File: src/rtl/ncpu32k_psr_stack.sv
// Processor status register with a DEPTH-entry hardware stack of exception context (EPSR/EPC/ELSA).
// Registered state updates in one cycle; psr/psr_nold/epsr/epc/elsa are same-cycle bypassed views.
module ncpu32k_psr_stack #(
  parameter int DW         = 32,
  parameter int DEPTH      = 4,
  parameter int LVL_W      = 3,
  parameter int PSR_RM_RST = 1
) (
  input  logic             clk,
  input  logic             rst,
  input  logic             exp_ent,
  input  logic [DW-1:0]    exp_epc,
  input  logic [DW-1:0]    exp_elsa,
  input  logic             exp_ret,
  input  logic             psr_we,
  input  logic [9:0]       psr_nxt,
  input  logic             epsr_we,
  input  logic [9:0]       epsr_nxt,
  input  logic             epc_we,
  input  logic [DW-1:0]    epc_nxt,
  input  logic             elsa_we,
  input  logic [DW-1:0]    elsa_nxt,
  output logic [9:0]       psr,
  output logic [9:0]       psr_nold,
  output logic [9:0]       epsr,
  output logic [DW-1:0]    epc,
  output logic [DW-1:0]    elsa,
  output logic [LVL_W-1:0] lvl,
  output logic             stk_full,
  output logic             stk_ovf,
  output logic             stk_udf,
  input  logic             err_clr
);

  localparam int         IDX_W    = $clog2(DEPTH);
  // Implemented bits: CC[0], RM[4], IRE[5], IMME[6], DMME[7]
  localparam logic [9:0] PSR_MASK = 10'h0F1;
  localparam logic [9:0] PSR_RST  = (PSR_RM_RST != 0) ? 10'h010 : 10'h000;

  logic [9:0]       psr_q, psr_d;
  logic [LVL_W-1:0] lvl_q, lvl_d;
  logic             ovf_q, ovf_d;
  logic             udf_q, udf_d;
  logic [9:0]       epsr_q [DEPTH];
  logic [9:0]       epsr_d [DEPTH];
  logic [DW-1:0]    epc_q  [DEPTH];
  logic [DW-1:0]    epc_d  [DEPTH];
  logic [DW-1:0]    elsa_q [DEPTH];
  logic [DW-1:0]    elsa_d [DEPTH];

  logic             full, empty, top_we;
  logic [IDX_W-1:0] top_idx, push_idx;
  logic [9:0]       psr_nold_w, epsr_byp;
  logic [DW-1:0]    epc_byp, elsa_byp;

  always_comb begin
    full       = (lvl_q == LVL_W'(DEPTH));
    empty      = (lvl_q == '0);
    top_idx    = empty ? '0 : IDX_W'(lvl_q - LVL_W'(1));
    push_idx   = full ? IDX_W'(DEPTH - 1) : IDX_W'(lvl_q);
    top_we     = !empty && !exp_ent;
    psr_nold_w = psr_we ? (psr_nxt & PSR_MASK) : psr_q;
    epsr_byp   = (epsr_we && top_we) ? (epsr_nxt & PSR_MASK) : epsr_q[top_idx];
    epc_byp    = (epc_we  && top_we) ? epc_nxt  : epc_q[top_idx];
    elsa_byp   = (elsa_we && top_we) ? elsa_nxt : elsa_q[top_idx];
  end

  always_comb begin
    for (int i = 0; i < DEPTH; i++) begin
      epsr_d[i] = epsr_q[i];
      epc_d[i]  = epc_q[i];
      elsa_d[i] = elsa_q[i];
    end
    psr_d = psr_nold_w;
    lvl_d = lvl_q;
    ovf_d = ovf_q && !err_clr;
    udf_d = udf_q && !err_clr;

    if (exp_ent) begin
      // A full stack overwrites its top slot so the newest context stays returnable.
      epsr_d[push_idx] = psr_nold_w;
      epc_d[push_idx]  = exp_epc;
      elsa_d[push_idx] = exp_elsa;
      psr_d            = (psr_nold_w & 10'h001) | 10'h010;
      if (full) ovf_d = 1'b1;
      else      lvl_d = lvl_q + LVL_W'(1);
    end else begin
      if (top_we) begin
        epsr_d[top_idx] = epsr_byp;
        epc_d[top_idx]  = epc_byp;
        elsa_d[top_idx] = elsa_byp;
      end
      if (exp_ret) begin
        if (empty) begin
          udf_d = 1'b1;
        end else begin
          psr_d = epsr_byp;
          lvl_d = lvl_q - LVL_W'(1);
        end
      end
    end
  end

  always_ff @(posedge clk or posedge rst) begin
    if (rst) begin
      psr_q <= PSR_RST;
      lvl_q <= '0;
      ovf_q <= 1'b0;
      udf_q <= 1'b0;
      for (int i = 0; i < DEPTH; i++) begin
        epsr_q[i] <= '0;
        epc_q[i]  <= '0;
        elsa_q[i] <= '0;
      end
    end else begin
      psr_q <= psr_d;
      lvl_q <= lvl_d;
      ovf_q <= ovf_d;
      udf_q <= udf_d;
      for (int i = 0; i < DEPTH; i++) begin
        epsr_q[i] <= epsr_d[i];
        epc_q[i]  <= epc_d[i];
        elsa_q[i] <= elsa_d[i];
      end
    end
  end

  assign psr      = psr_d;
  assign psr_nold = psr_nold_w;
  assign epsr     = epsr_byp;
  assign epc      = epc_byp;
  assign elsa     = elsa_byp;
  assign lvl      = lvl_q;
  assign stk_full = full;
  assign stk_ovf  = ovf_q;
  assign stk_udf  = udf_q;

endmodule
File: config.mk
export PLATFORM = sky130hd
export DESIGN_NAME = ncpu32k_psr_stack
export DESIGN_NICKNAME = d
export VERILOG_FILES = /design/src/rtl/ncpu32k_psr_stack.sv
export SDC_FILE = /design/constraint.sdc
export NUM_CORES = 1
export LEC_CHECK = 0
export CORE_MARGIN = 3
export CORE_UTILIZATION = 45
export CTS_BUF_LIST = sky130_fd_sc_hd__clkbuf_2
export DETAILED_ROUTE_END_ITERATION = 8
export PLACE_DENSITY = 0.73
export SYNTH_ARGS = -nofsm -noshare
export SYNTH_HDL_FRONTEND = slang
export SYNTH_SLANG_ARGS = --single-unit
File: constraint.sdc
create_clock -name clk -period 11.68 [get_ports clk]
set_input_delay 2.336 -clock clk [delete_from_list [all_inputs] [get_ports clk]]
set_output_delay 2.336 -clock clk [all_outputs]
set_load 0.02 [all_outputs]
# After elaboration in Yosys (flattened, before gate mapping)
# Cells that the tools add are included.
[totals]
in_bits = 157
ff_bits = 311
word_cells = 89
out_inout_bits = 100
[op_classes]
magnitude_cmp = 4
n_addsub = 2
muxes = 47
reduce_logical = 15
n_eq_ne = 3
bitwise = 2
[op_table]
columns = ["operator", "count"]
rows = [
  ["128-bit bitwise mux", 4],
  ["128-bit 2-to-1 mux", 4],
  ["32-bit 2-to-1 mux", 8],
  ["32-bit binary-select mux with 2-bit select", 2],
  ["32-bit demux with 2-bit select", 2],
  ["10-bit 2-to-1 mux", 9],
  ["40-bit bitwise mux", 2],
  ["40-bit 2-to-1 mux", 2],
  ["10-bit demux with 2-bit select", 2],
  ["10-bit binary-select mux with 2-bit select", 1],
  ["3-bit 2-to-1 mux", 4],
  ["1-bit logical AND", 8],
  ["3-bit greater-or-equal comparator (second input constant)", 2],
  ["3-bit by 1-bit < comparator with 1-bit output (second input constant)", 2],
  ["2-bit inverter with 3-bit output", 2],
  ["1-bit 2-to-1 mux", 5],
  ["2-bit 2-to-1 mux", 2],
  ["2-bit != test (second input constant)", 2],
  ["2-bit nonzero test", 2],
  ["3-bit by 1-bit adder with 3-bit output (second input constant)", 1],
  ["3-bit equality test (second input constant)", 1],
  ["1-bit zero test", 3],
  ["3-bit zero test", 1],
  ["3-bit AND reduction", 1],
  ["3-bit by 1-bit subtractor with 3-bit output (second input constant)", 1],
]

# Longest topological paths before layout
# Gate-level depths: netlist of the first run.
[logic_depth]
ltp_word = 10
depth_mapped = 12

# Least setup slack after synthesis of the first run
# No wires, ideal clock.
[synth_timing]
path_kind = "input -> output"
start = "input port exp_ent"
end = "output port psr[0]"
path_slack_ns = 5.336
required_time_ns = 9.344
t_arrival_ns = 4.008
path_buffers = 3
stages = 7
path_cell_list = "buf_2 buf_2 nor3b_1 clkbuf_1 a211oi_1 a2bb2oi_1 o31ai_1"
[synth_via]
elab_chain_cells = 7
[synth_lines]
columns = ["item", "line", "rtl"]
rows = [
  ["start: declaration", "11", "input logic exp_ent,"],
  ["1-bit zero test", "61", "top_we = !empty && !exp_ent;"],
  ["1-bit logical AND", "61", ""],
  ["1-bit logical AND", "63", "epsr_byp = (epsr_we && top_we) ? (epsr_nxt & PSR_MASK) : epsr_q[top_idx];"],
  ["10-bit 2-to-1 mux", "63", ""],
  ["10-bit 2-to-1 mux", "94", "if (empty) begin"],
  ["10-bit 2-to-1 mux", "93", "if (exp_ret) begin"],
  ["10-bit 2-to-1 mux (*)", "79", "if (exp_ent) begin"],
  ["end: declaration", "23", "output logic [9:0] psr,"],
]
# Mark *: on every way between the ends. The rest lies on a longest branch, timed or not.

# Final worst setup path of the first run
[layout_timing]
start = "input port exp_ent"
end = "output port elsa[30]"
[layout_via]
elab_chain_cells = 4
[layout_lines]
columns = ["item", "line", "rtl"]
rows = [
  ["1-bit zero test", "61", ""],
  ["1-bit logical AND", "61", ""],
  ["1-bit logical AND", "65", "elsa_byp = (elsa_we && top_we) ? elsa_nxt : elsa_q[top_idx];"],
  ["32-bit 2-to-1 mux", "65", ""],
  ["end: declaration", "27", "output logic [DW-1:0] elsa,"],
]
# No other way between the ends.

==> metrics.txt, run 1 <==
total gr overflow 0; Synth Flop Type dfrtp_1; largest fanout on the critical path between 40 and 50; PwrDens 310 nW/um2; Cell Area, Placed just over 20000 um2; Final nets 2115; peak supply drop 0.000209 V; total buffers and inverters traversed by the critical path 5; ratio of cells with drive above 1 in the final layout between 10% and 20%; Seq pwr share 28.5%; vias after detailed routing roughly 17000; min cycle time layout between 7 and 8 ns; EDFF count, synth 0; post-synthesis register bit count just over 300; Async S/R FF share, synth 100%; Detail Placement HPWL 35700 um; # DRC 0; worst hold path class flip-flop to flip-flop; commonest cells in the synthesized netlist dfrtp_1, nand2_1, clkbuf_1; crit end category primary output; startpoint class of the critical path primary input; synthesized area per cell 10.2 um2; reg2reg start lvl[1]$_DFFE_PP0P_; critical path depth 8; Design Area, Final around 21000 um2; die area 42200 um2; Vias/cell 6.63; Net Sw Power roughly 0.0030 W; largest cells by area after synthesis dfrtp_1, mux4_2, a221o_1; vias in the first global route approximately 18000; GP Congestion between 0.8 and 0.9; area grow syn2layout 19.2%; combinational fraction of design power ~60%; Yosys cell types 60; Peak Freq 127 MHz; H-tree depth 3; Worst Skew 0.0569 ns; hold_buf cts 0; Net Sw Frac between 40% and 50%; post-synthesis sequential area ratio a little over two fifths; TritonCTS buffer count 86; Warnings, synthesis 0; syn_nets ~1900; initial antenna violation count 5; 1st-iter DRT viols between 2000 and 2500; die height between 200 and 250 um; routed wire length approximately 63000 um; Clk Tree Root Cell clkbuf_2; Final ANT Viol Nets 0; Tot GR Track Use between 20 and 30%; number of max-cap violations 0; pin count of the biggest net entering global routing between 100 and 150; initial core utilization a little under half; CTS tree built; std cell rows 72; CTS-repair resized insts 0; crit path DAT about 5.5 ns; CORE AREA a little under 40000 um2; Tcrit/Tclk final about two thirds; TritonRoute pass-1 iters 6; post-synth top area share 43.3%; R2R depth 10; Final Hold Vio Count 0; mean routed wirelength per cell approximately 25 um; Setup TNS 0 ns; Clock Latency Late Sink just over 1 ns; Worst Setup SP exp_ent; first-pass GRT wire length slightly below 100000 um; final worst slack roughly 3.8 ns; Int Power between 0.003 and 0.004 W; Placement Setup Slack 3.86 ns; # setup viols final 0; clock sink count roughly 310; cell family with most CP delay buffers and inverters; crit path to elsa[30]; Slew headroom 23.7%; Worst EP required ~9.3 ns; final max-slew violation count 0; slowest stage delay, CP 0.83 ns; unrepaired setup endpoints after global routing false; IO Count 257; slowest library cell on the worst path nor3b_2; post-synth top area cell dfrtp_1; Port Buffers 246; crit path kind primary input to primary output; Cell Chain, Critical Path clkdlybuf4s50_1, buf_4, nor3b_2, buf_4, nand2_1, a21boi_0, inv_1, clkdlybuf4s50_1; r2r setup slk 7.56 ns; Clk pin slew, worst setup/hold paths 0.08 ns; # fillers 3417; Synth Cell Area 17900 um2; R2R Path End elsa_q[24]$_DFFE_PP0P_; run status finished, final reports clean; worst-margin pin slew about 1.1 ns; Chip Width between 200 and 250 um; Cells after Synth approximately 1800; most numerous cell in the Yosys netlist dfrtp_1; setup bufs post-CTS 0; clock share of power between 10% and 20%; static leakage 9.13 nW; clock buffer depth 3
[state kept, by name, summed over array words and instances, names as in the netlist]
name     count
elsa_q     128
epc_q      128
epsr_q      40
lvl          3
psr_q       10
stk_ovf      1
stk_udf      1
[per-stage QoR]
step / power [W] / hold slack (ns) / instances / util [%]
2_1_floorplan: 0.00451 / 0.451 / 1760 / -
6_report: 0.00662 / 0.493 / 2538 / 54.7
4_1_cts: 0.00661 / 0.494 / 2531 / 54.6
3_5_place_dp: 0.00580 / 0.469 / 2382 / 52.7
3_3_place_gp: 0.00569 / 0.464 / 2382 / 52.7
5_1_grt: 0.00703 / 0.504 / 2536 / 54.7
[power groups by stage]
stage | combinational (W) | sequential (W) | clock, W
after global routing | 0.00422 | 0.00194 | 0.000865
after CTS | 0.00392 | 0.00188 | 0.000809
after global placement | 0.00382 | 0.00186 | 0
after floorplan | 0.00270 | 0.00181 | 0
after detailed placement | 0.00391 | 0.00189 | 0
final | 0.00394 | 0.00189 | 0.000792
[cell type report]
cell class	count	area, um2	area share, %
inverter	98	375	1.76
sequential	311	7780	36.5
timing repair buffer	282	2730	12.8
tap	518	648	3.04
antenna	7	17.5	0.0821
clock inverter	27	138	0.645
multi-input combinational	1173	9020	42.3
clock buffer	122	611	2.86
[layer usage]
layer | wire length [um] | vias to the layer above | global-route usage [%] | share of wire [%]
met1 | 24300 | 8243 | 39.4 | 39
met3 | 7230 | 216 | 6.52 | 12
met2 | 29000 | 1197 | 46.1 | 46
met4 | 2260 | 0 | 13.6 | 3.6
li1 | - | 7179 | - | -
met5 | 0 | - | 0 | 0
[worst register-to-register path: stages (launching register included)]
cell and delay, ns:
dfrtp_1 0.45, inv_1 0.12, ha_1 0.28, ha_1 0.25
buf_4 0.23, nor3b_2 0.83, and3_1 0.78, buf_4 0.43
o21ai_2 0.07, buf_4 0.33, o2bb2ai_1 0.20
[worst min path at each step]
stage	from	endpoint	slack [ns]	cells past startpoint
after floorplan	epsr_q[23]$_DFFE_PP0P_	epsr_q[23]$_DFFE_PP0P_	0.45	2
after global placement	epsr_q[28]$_DFFE_PP0P_	epsr_q[28]$_DFFE_PP0P_	0.46	2
after detailed placement	elsa_q[26]$_DFFE_PP0P_	elsa_q[26]$_DFFE_PP0P_	0.47	1
after CTS	epsr_q[21]$_DFFE_PP0P_	epsr_q[21]$_DFFE_PP0P_	0.49	2
after global routing	elsa_q[26]$_DFFE_PP0P_	elsa_q[26]$_DFFE_PP0P_	0.50	1
final	elsa_q[31]$_DFFE_PP0P_	elsa_q[31]$_DFFE_PP0P_	0.49	1
[placed cells by master, fill, tap and decap left out, types with 31 or more instances in the layout]
| master | count |
|---|---|
| dfrtp_1 | 310 |
| clkdlybuf4s50_1 | 246 |
| nand2_1 | 230 |
| clkbuf_2 | 122 |
| inv_1 | 97 |
| a221o_1 | 91 |
| a22oi_1 | 88 |
| nor2_1 | 82 |
| nand3_1 | 75 |
| mux4_2 | 73 |
| o21ai_0 | 71 |
| a32oi_1 | 53 |
| a211oi_1 | 52 |
| mux2i_1 | 50 |
| a22o_1 | 48 |
| buf_4 | 36 |
| o21ai_1 | 31 |
| o2bb2ai_1 | 31 |
[logic make-up after synthesis]
logic type | synth area share, %
simple gates | 10.5
compound gates | 26.2
fa+ha+maj | 0.419
mux | 12.7
flops | 43.5
buf+inv | 6.70
xor+xnor | 0.0979
No activity file was read; power rests on OpenSTA's default activity.
==> run 2: changes to the inputs <==
--- a/config.mk
+++ b/config.mk
@@ -9,7 +9,7 @@
 export CORE_UTILIZATION = 45
 export CTS_BUF_LIST = sky130_fd_sc_hd__clkbuf_2
 export DETAILED_ROUTE_END_ITERATION = 8
-export PLACE_DENSITY = 0.73
+export PLACE_DENSITY = 0.76
 export SYNTH_ARGS = -nofsm -noshare
 export SYNTH_HDL_FRONTEND = slang
 export SYNTH_SLANG_ARGS = --single-unit
==> constraint.sdc (replaced) <==
create_clock -name clk -period 6.45 [get_ports clk]
set_input_delay 1.29 -clock clk [delete_from_list [all_inputs] [get_ports clk]]
set_output_delay 1.29 -clock clk [all_outputs]
set_load 0.02 [all_outputs]
==> run 2 against run 1 <==
Combinational power grew 82%. Setup slack lost 3.4 ns. Wire length grew 0.46%. Sequential cell count is the same. Die area is the same. Largest power group unchanged. Total power grew 84%. Global-route usage shrank 0.29 points. Non-clock buffer count grew 6. Utilization grew 0.34 points. Sequential power grew 81%. Clock skew grew 0.028 ns.
==> metrics.txt, run 2 (synthesis results as in run 1) <==
GP Congestion ~0.85; die height between 200 and 250 um; Final nets 2120; crit path kind flip-flop to primary output; IO Count about 260; Worst EP required approximately 5.2 ns; largest registers elsa_q (128), epc_q (128), epsr_q (40); vias in the first global route around 18000; crit end category primary output; # DRC 0; PwrDens ~570 nW/um2; die area 42200 um2; Clk pin slew, worst setup/hold paths 0.10 ns; Min-Delay Path Depth 1; CORE AREA slightly below 40000 um2; unrepaired setup endpoints after global routing false; largest fanout on the critical path 27; number of max-cap violations 0; Detail Placement HPWL between 30000 and 40000 um; Clk Tree Root Cell clkbuf_2; # setup viols final 0; min cycle time layout ~6.0 ns; routed wire length ~63000 um; most frequent cells in the layout dfrtp_1, clkdlybuf4s50_1, nand2_1, clkbuf_2, inv_1; CTS-repair resized insts 0; clock sink count around 310; R2R depth 8; hold_buf cts 0; TritonRoute pass-1 iters 6; met3 GRT Util roughly 8.4%; Setup TNS 0 ns; peak supply drop roughly 0.00032 V; Vias/cell roughly 6.7; Tot GR Track Use roughly 30%; startpoint class of the critical path flip-flop; Clock Latency Late Sink 1.03 ns; Peak Freq ~170 MHz; worst hold path class flip-flop to flip-flop; register area a little under 8000 um2; total gr overflow 0; mean routed wirelength per cell around 25 um; clock buffer depth 3; ratio of cells with drive above 1 in the final layout about 14%; gr busiest metal met2; Worst Skew around 0.085 ns; H-tree depth 3; CTS tree built; crit path DAT 4.76 ns; Port Buffers roughly 250; static leakage 9.20 nW; initial antenna violation count 8; Cell Area, Placed about 21000 um2; worst-margin pin slew 1.26 ns; met1 Usage GRT 37.5%; 1st-iter DRT viols approximately 2400; TritonCTS buffer count 85; vias after detailed routing approximately 17000; most common cell after layout, fill and taps aside dfrtp_1; Chip Width ~200 um; first-pass GRT wire length about 97000 um; Tcrit/Tclk final 93.8%; Slew headroom 15.9%; # fillers about 3300; setup bufs post-CTS 0; final max-slew violation count 0; Design Area, Final 21500 um2; pin count of the biggest net entering global routing 150; Final Hold Vio Count 0; std cell rows 72; initial core utilization approximately 46%; Final ANT Viol Nets 0; GR Layer Usage met2 46.0%; area grow syn2layout 19.9%; run status finished, final reports clean; multi-input logic area between 9000 and 10000 um2
-- run 2: worst paths after layout --
| check | slack [ns] | end | startpoint |
|---|---|---|---|
| worst max-delay path | 0.40 | elsa[8] | lvl[1]$_DFFE_PP0P_ |
| worst min-delay path | 0.50 | elsa_q[21]$_DFFE_PP0P_ | elsa_q[21]$_DFFE_PP0P_ |
| worst max register to register | 2.43 | elsa_q[123]$_DFFE_PP0P_ | lvl[1]$_DFFE_PP0P_ |
| worst min register to register | 0.50 | elsa_q[21]$_DFFE_PP0P_ | elsa_q[21]$_DFFE_PP0P_ |
| max in group asynchronous | 4.23 | epsr_q[11]$_DFFE_PP0P_ | rst |
| min in group asynchronous | 0.81 | elsa_q[96]$_DFFE_PP0P_ | rst |
-- run 2: power breakdown --
group	internal, W	switching, W	leakage [nW]	total [W]
registers	0.00286	0.000572	3.87	0.00343
clock network	0.000642	0.000901	0.619	0.00154
logic	0.00319	0.00399	4.71	0.00718
-- run 2: routing by layer --
metal  vias to the layer above  wire length, um  share of wire (%)
met5                         -               50              0.079
met4                         8             2170                3.4
met3                       216             8140                 13
met2                      1261            29400                 47
met1                      8291            23300                 37
li1                       7193                -                  -
-- run 2: critical path, stage by stage, from the launching register on --
cell and delay, ns:
dfrtp_1 0.45, inv_1 0.12, ha_1 0.28, ha_1 0.25, nor2_4 0.63, buf_4 0.58, mux4_2 0.39, mux2i_1 0.33
inv_1 0.14, clkdlybuf4s50_1 0.57
-- run 2: area by class of cell --
cell class | instances | area share (%)
tap | 518 | 3.02
clock buffer | 126 | 2.94
clock inverter | 24 | 0.875
sequential | 311 | 36.3
multi-input combinational | 1173 | 42.0
antenna | 5 | 0.0583
inverter | 98 | 1.73
timing repair buffer | 288 | 13.1
-- run 2: metrics by stage --
stage                     utilization (%)  hold slack, ns  power [W]  setup WS [ns]  cells
final                                55.0           0.497     0.0122          0.402   2543
after global routing                 55.0           0.507     0.0129          0.147   2543
after CTS                            55.0           0.497     0.0121          0.383   2538
after detailed placement             52.9           0.471     0.0105           1.13   2388
after global placement               52.9           0.464     0.0103           1.19   2388
after floorplan                         -           0.451    0.00817           1.02   1760
